**src/rtl/mcycle_sequencer.sv**
```systemverilog
`default_nettype none
// ============================================================================
//  Module      : mcycle_sequencer
//  Description : T-state / M-cycle timing generator for the control unit.
//                Drives one-hot step/count buses, the IR load strobe, the
//                sequencer-owned boot fetch, HALT/wake handling and bus stall.
//                Optional macro MCYCLE_SEQ_OVERRUN_CHECK_EN enables the sticky
//                overrun flag with recovery fetch; otherwise the count wraps.
//  Revision    : 1.0  initial release
// ============================================================================
module mcycle_sequencer #(
    parameter int STEPS  = 4,
    parameter int CYCLES = 8
) (
    input  logic              i_Clk,
    input  logic              i_Rst_n,
    input  logic              i_Stall,
    input  logic              i_IR_Fetch,
    input  logic              i_Halt,
    input  logic              i_Wake,
    output logic [STEPS-1:0]  o_Cycle_Step,
    output logic [CYCLES-1:0] o_Cycle_Count,
    output logic              o_Boot_Fetch,
    output logic              o_IR_Load,
    output logic              o_MCycle_End,
    output logic              o_Halted,
    output logic              o_Overrun
);

    typedef enum logic [1:0] {
        ST_BOOT = 2'd0,
        ST_RUN  = 2'd1,
        ST_HALT = 2'd2
    } state_t;

    localparam logic [CYCLES-1:0] C_COUNT_FIRST = {{(CYCLES-1){1'b0}}, 1'b1};
    localparam logic [STEPS-1:0]  C_STEP_FIRST  = {{(STEPS-1){1'b0}}, 1'b1};

    state_t              r_state;
    state_t              w_state_nxt;
    logic [STEPS-1:0]    r_step;
    logic [STEPS-1:0]    w_step_nxt;
    logic [CYCLES-1:0]   r_count;
    logic [CYCLES-1:0]   w_count_nxt;
    logic                w_end;
    logic                w_ir_load;
    logic                w_overrun_set;

    // State register: step ring, M-cycle ring and sequencer state.
    always_ff @(posedge i_Clk or negedge i_Rst_n) begin
        if (!i_Rst_n) begin
            r_state <= ST_BOOT;
            r_step  <= C_STEP_FIRST;
            r_count <= '0;
        end else begin
            r_state <= w_state_nxt;
            r_step  <= w_step_nxt;
            r_count <= w_count_nxt;
        end
    end

    // Next-state and strobe decode; decisions are only taken on an unstalled T-last.
    always_comb begin
        w_state_nxt   = r_state;
        w_step_nxt    = r_step;
        w_count_nxt   = r_count;
        w_ir_load     = 1'b0;
        w_overrun_set = 1'b0;
        w_end         = r_step[STEPS-1] & ~i_Stall;

        if (!i_Stall) begin
            w_step_nxt = {r_step[STEPS-2:0], r_step[STEPS-1]};
        end

        if (w_end) begin
            case (r_state)
                ST_BOOT: begin
                    w_ir_load   = 1'b1;
                    w_state_nxt = ST_RUN;
                    w_count_nxt = C_COUNT_FIRST;
                end
                ST_RUN: begin
                    if (i_Halt && !i_Wake) begin
                        w_state_nxt = ST_HALT;
                        w_count_nxt = '0;
                    end else if (i_IR_Fetch) begin
                        // Halt with a wake already pending falls through to the next fetch.
                        w_ir_load   = 1'b1;
                        w_count_nxt = C_COUNT_FIRST;
                    end else if (r_count[CYCLES-1]) begin
`ifdef MCYCLE_SEQ_OVERRUN_CHECK_EN
                        // Microcode never fetched: flag it and refetch at the current PC.
                        w_overrun_set = 1'b1;
                        w_count_nxt   = '0;
                        w_state_nxt   = ST_BOOT;
`else
                        w_count_nxt   = C_COUNT_FIRST;
`endif
                    end else begin
                        w_count_nxt = {r_count[CYCLES-2:0], 1'b0};
                    end
                end
                ST_HALT: begin
                    if (i_Wake) begin
                        w_state_nxt = ST_BOOT;
                    end
                end
                default: begin
                    w_state_nxt = ST_BOOT;
                    w_count_nxt = '0;
                end
            endcase
        end
    end

`ifdef MCYCLE_SEQ_OVERRUN_CHECK_EN
    logic r_overrun;

    // Sticky overrun flag, cleared only by reset.
    always_ff @(posedge i_Clk or negedge i_Rst_n) begin
        if (!i_Rst_n) begin
            r_overrun <= 1'b0;
        end else if (w_overrun_set) begin
            r_overrun <= 1'b1;
        end
    end

    assign o_Overrun = r_overrun;
`else
    logic w_unused;
    assign w_unused  = w_overrun_set;
    assign o_Overrun = 1'b0;
`endif

    assign o_Cycle_Step  = r_step;
    assign o_Cycle_Count = r_count;
    assign o_Boot_Fetch  = (r_state == ST_BOOT);
    assign o_Halted      = (r_state == ST_HALT);
    assign o_IR_Load     = w_ir_load;
    assign o_MCycle_End  = w_end;

endmodule
`default_nettype wire

```
**config.mk**
```make
export PLATFORM = sky130hd
export DESIGN_NAME = mcycle_sequencer
export DESIGN_NICKNAME = d
export VERILOG_FILES = /design/src/rtl/mcycle_sequencer.sv
export SDC_FILE = /design/constraint.sdc
export NUM_CORES = 1
export LEC_CHECK = 0
export CAP_MARGIN = 25
export CORE_MARGIN = 5
export CORE_UTILIZATION = 30
export CTS_CLUSTER_DIAMETER = 50
export DETAILED_ROUTE_END_ITERATION = 10
export PLACE_DENSITY_LB_ADDON = 0.15
export SLEW_MARGIN = 10
export SYNTH_ARGS = -nofsm -noshare
export SYNTH_HDL_FRONTEND = slang
export SYNTH_SLANG_ARGS = --single-unit
```
**constraint.sdc**
```tcl
create_clock -name i_Clk -period 0.95 [get_ports i_Clk]
set_input_delay 0.095 -clock i_Clk [delete_from_list [all_inputs] [get_ports i_Clk]]
set_output_delay 0.095 -clock i_Clk [all_outputs]
set_load 0.02 [all_outputs]
```
==> results of run 1 <==
## power breakdown
part / switching, W / internal, W
Combinational: 0.0000358 / 0.0000475
Sequential: 0 / 0.000595
Clock: 0.000195 / 0.000233
## cells by family (layout without fill, tap and decap cells)
kind of cell | after synthesis | after routing | synth area share (%)
multiplexers | 3 | 3 | 5.104
buffers and inverters | 6 | 57 | 5.858
other | 1 | 1 | 0.5666
flip-flops | 14 | 14 | 53.12
AO/OA/AOI/OAI | 13 | 13 | 16.64
AND/OR/NAND/NOR | 22 | 22 | 18.71
## metal layers
layer / global-route usage (%) / up-vias / wire (microns)
li1: - / 314 / -
met1: 13.76 / 304 / 665
met2: 20.72 / 13 / 941
met3: 3.620 / 4 / 69
met4: 4.967 / 0 / 25
met5: 0 / - / 0
## state kept, by name, indices dropped and copies added (netlist names)
| signal | count |
|---|---|
| o_Cycle_Step | 4 |
| o_Cycle_Count | 8 |
| r_state | 2 |
## stage by stage
stage | total power, W | setup TNS (ps) | worst slack, ps | cells
after floorplan | 0.0006268 | -628.6 | -80.11 | 59
after global placement | 0.0006864 | -6855 | -668.6 | 125
after detailed placement | 0.0006869 | -6924 | -676.0 | 125
after CTS | 0.001128 | -2473 | -290.6 | 135
after global routing | 0.001171 | -3663 | -339.7 | 138
final | 0.001107 | -2741 | -252.4 | 138
## worst max-delay path, delay by kind of cell, from the launching register on
kind | cells | cell delay (ps)
flip-flops | 1 | 420
AO/OA/AOI/OAI | 1 | 110
buffers and inverters | 2 | 300
## cells in the final DEF, fill, tap and decap left out, types with 2 or more instances in the layout
master,count
dfrtp_2,2
nand2_4,2
dfrtp_1,11
nand3_1,6
clkdlybuf4s50_1,5
clkbuf_4,3
buf_4,23
nor2_2,2
nand2_1,3
buf_6,21
mux2_2,3
nand2b_4,3
o21ai_0,2
o2bb2ai_4,2
o2bb2ai_2,5
## final timing paths
kind	end	slack, ps	cells after the start
setup / recovery	o_IR_Load	-250	3
hold / removal	o_Cycle_Count[4]	140	2
setup reg to reg	o_Cycle_Count[2]	-180	5
hold reg to reg	o_Cycle_Step[0]	490	2
max in group asynchronous	o_Cycle_Step[0]	600	2
min in group i_Clk	o_Cycle_Step[0]	490	2
## area by class of cell
type	count	share of cell area, %
inverters	2	0.7561
well taps	28	2.647
clock buffers	4	2.741
multi-input cells	39	30.53
repair buffers	51	36.58
flip-flops and latches	14	26.75
## timing repair
| item | in CTS | in global routing |
|---|---|---|
| buffers inserted | 7 | 3 |
| gates resized for setup | 98 | 23 |
| pin swaps | 12 | 2 |
| endpoints found under the hold margin | 0 | 0 |
| endpoints found under the setup margin | 26 | 26 |
==> flow_summary.toml, run 1 <==
[status]
status = "complete, but fails checks"
violations = "negative setup slack"

[yosys]
synth_top_area_cell = "dfrtp_1"
ys_seq_area_share_pct = 53.12
ys_seq_elements = 14
synth_commonest_cells = "dfrtp_1 (13), nand3_1 (7), o2bb2ai_1 (7)"
yosys_warnings = 0
synth_area_sq_um = 661.9
synth_fp_nets = 65
synth-main-ff-cell = "dfrtp_1"
syn_avg_cell_area_sq_um = 11.22
synth_cell_types = 23
netlist.area_leader.share_pct = 49.15
synth_enable_flop_cells = 0
async_reset_ff_share_pct = 100.0
synth.most_common_cell = "dfrtp_1"
syn_inst = 59
synth_area_leaders = "dfrtp_1 (49%), o2bb2ai_1 (9.3%), nand3_1 (5.3%), mux2_2 (5.1%), dfstp_2 (4.0%)"

[grt]
grt_antenna_before_repair = 0
grt_max_degree = 15
globalRouteTotalUtil_pct = 12.01
grt_pass1_vias = 663
grt.overflow.total = 0
grt_pass1_wl_mm = 3.042

[die]
core_area_sq_um = 2148
initial_core_util_pct = 30.81
dieArea_sq_um = 3246
io_pins = 23
rows = 17
die_h_microns = 56.97
die_w_microns = 56.97

[drt]
first_iter_violations = 1
ant_nets = 0
vias = 635
drc = 0
wire_per_inst_microns = 12.33
vias_per_cell = 4.601
drtPass1Iterations = 2
wirelength_mm = 1.701

[clock_tree]
cts_tree = "done"
numCtsBuffers = 3
clockBufferDepth = 2
cts.reportedPaths.clkPinSlew_ps = 90
clockRootBuffer = "clkbuf_4"
h-tree-depth = 1
cts_hold_buf = 0
clock_latency_ps = 280
cts_sinks = 14

[layout]
utilization_pct = 61.62
final_nets = 117
n_antenna_cell = 0
area_delta_synth_final_pct = 100.0
drive_above_1_share_pct = 70.91
multi_input_area_sq_um = 404.1
post-route-cell-area_sq_um = 1324
fillers = 182
regArea_sq_um = 354.1

[power_and_ir_drop]
p_leak_nw = 0.6180
powerDensity_nw_per_um2 = 836.2
vdd_ir_drop_max_v = 0.0006517

[worst_setup_path]
crit_type = "register to primary output"
cp.required_ps = 850
crit_slowest_cell = "dfrtp_1"
arrival_ps = 1110
startpoint = "r_state[0]"
worstPathMaxFanout = 3
crit_path_cell_trace = "buf_4 -> a21oi_2 -> buf_4"
crit_path_start_kind = "register"
r2r-start = "r_state[0]"
critPathMostFrequentCell = "buf_4"
endpoint_kind = "primary output"
slowest_delay_ps = 420

[timing]
setup_viol = 17
post-route-period-util_pct = 126.6
holdWs_ps = 137.3
finalClockSkew_ps = 9.758
min_period_ps = 1202
clock.fmax_ghz = 0.8317
rsz0062_at_grt = "true"
slew_violations = 0
setup_ws_ps = -252.4
finalHoldViolCount = 0

[placed_design]
place.gp.congestion = 0.6943
port_buffers = 21
dp_hpwl_mm = 1.170
placed_cell_area_sq_um = 1055

[min_path]
hold_class = "input port to asynchronous set/reset pin"

[run]
cap_viol_max_count = 0
Power figures use the tool's default switching activity.
==> run 2: changes to the inputs <==
==> constraint.sdc (replaced) <==
create_clock -name i_Clk -period 0.95 [get_ports i_Clk]
set_input_delay 0.2375 -clock i_Clk [delete_from_list [all_inputs] [get_ports i_Clk]]
set_output_delay 0.2375 -clock i_Clk [all_outputs]
set_load 0.02 [all_outputs]
==> flow_summary.toml, run 2 (same netlist as run 1, synthesis figures left out) <==
[status]
status = "complete, but fails checks"
violations = "negative setup slack"

[timing]
post-route-period-util_pct = 141.3
setup_ws_ps = -392.3
slew_violations = 0
rsz0062_at_grt = "true"
clock.fmax_ghz = 0.7450
min_period_ps = 1342
finalClockSkew_ps = 2.325
finalHoldViolCount = 0
fin_setup_tns_ps = -5142
setup_viol = 28

[power_and_ir_drop]
powerDensity_nw_per_um2 = 725.9
p_leak_nw = 0.6595
p_sw_w = 0.0002266
pwr-share-comb_pct = 7.9
vdd_ir_drop_max_v = 0.001180
switching_share_pct = 22.02
seq_power_share_pct = 57.9
p_int_w = 0.0008024
clkPwrFrac_pct = 34.2

[placed_design]
port_buffers = 21
dp_hpwl_mm = 1.189
place.gp.congestion = 0.7100

[worst_setup_path]
worst_r2r_path_depth = 5
r2r-start = "r_state[1]"
arrival_ps = 1100
r2r_slack_ps = -210
crit_type = "register to primary output"
critPathCapture = "o_IR_Load"
worstReg2RegEnd = "o_Cycle_Count[2]"
cp.required_ps = 710
startpoint = "r_state[0]"
crit_path_start_kind = "register"
endpoint_kind = "primary output"
worstPathMaxFanout = 4

[clock_tree]
clockRootBuffer = "clkbuf_4"
clockBufferDepth = 2
cts_hold_buf = 0
cts_tree = "done"
cts_sinks = 14
h-tree-depth = 1
numCtsBuffers = 3
cts.reportedPaths.clkPinSlew_ps = 80
clock_latency_ps = 280

[grt]
grt_pass1_wl_mm = 3.249
grt.overflow.total = 0
grt_pass1_vias = 700
grt_antenna_before_repair = 0
grt_max_degree = 15
globalRouteTotalUtil_pct = 12.62

[drt]
wirelength_mm = 1.907
vias = 664
first_iter_violations = 4
drtPass1Iterations = 2
vias_per_cell = 4.517
ant_nets = 0
wire_per_inst_microns = 12.97
drc = 0

[layout]
largest_reg_flops = 8
final_nets = 126
n_antenna_cell = 0
drive_above_1_share_pct = 74.79
final_cell_mix = "buf_6 (27), buf_4 (27), dfrtp_1 (10), nand3_1 (5), o2bb2ai_2 (5)"
utilization_pct = 65.99
area_delta_synth_final_pct = 114.2

[die]
die_h_microns = 56.97
io_pins = 23
rows = 17
core_area_sq_um = 2148
die_w_microns = 56.97
initial_core_util_pct = 30.81
dieArea_sq_um = 3246

[min_path]
hold_class = "input port to asynchronous set/reset pin"

[run]
cap_viol_max_count = 0
run 2: layer usage:
metal,wire length [microns],global-route usage [%]
met5,0,0
met4,10,1.987
met3,84,4.525
met2,1037,22.35
met1,775,14.89
run 2: what timing repair did:
action                                 CTS  global route
buffers inserted                        10             5
endpoints found under the hold margin    0             0
pin swaps                                4             0
setup endpoints to repair               29            27
resized for setup                      118            14
run 2: metrics by stage:
stage	instances	hold WS, ps	instance area, sq um	setup WS [ps]	power (W)
after global routing	147	290.9	1418	-453.7	0.001083
final	147	293.9	1418	-392.3	0.001029
after CTS	143	289.0	1316	-395.1	0.001035
after floorplan	59	-58.09	714.4	-103.6	0.0006278
after detailed placement	129	471.0	1115	-973.2	0.0006883
after global placement	129	472.3	1115	-948.0	0.0006881
run 2: area by class of cell:
class	count	area, sq um
Fill cell	171	730.7
Timing Repair Buffer	60	571.8
Multi-Input combinational cell	39	414.1
Sequential cell	14	355.3
Tap cell	28	35.03
Clock buffer	4	26.28
Inverter	2	15.01
run 2: worst min path at each step:
stage	start	end	slack [ps]	cells past startpoint
floorplan	i_Rst_n	o_Cycle_Count[0]	-60	0
global placement	o_Cycle_Step[0]	o_Cycle_Step[0]	470	2
detailed placement	o_Cycle_Step[0]	o_Cycle_Step[0]	470	2
CTS	i_Rst_n	o_Cycle_Count[3]	290	2
global route	i_Rst_n	r_state[0]	290	2
finish	i_Rst_n	o_Cycle_Count[3]	290	2
run 2: power by group through the flow:
stage | Sequential, W | Clock (W) | Combinational [W]
6_report | 0.000595 | 0.000352 | 0.0000816
2_1_floorplan | 0.000607 | 0 | 0.0000204
3_3_place_gp | 0.000607 | 0 | 0.0000809
4_1_cts | 0.000595 | 0.000359 | 0.0000803
3_5_place_dp | 0.000607 | 0 | 0.0000811
5_1_grt | 0.000596 | 0.000398 | 0.0000890
run 2: critical path, cell delays in order, from the launching register on:
cell	delay, ps
dfrtp_2	450
buf_6	130
a21oi_4	130
buf_6	130
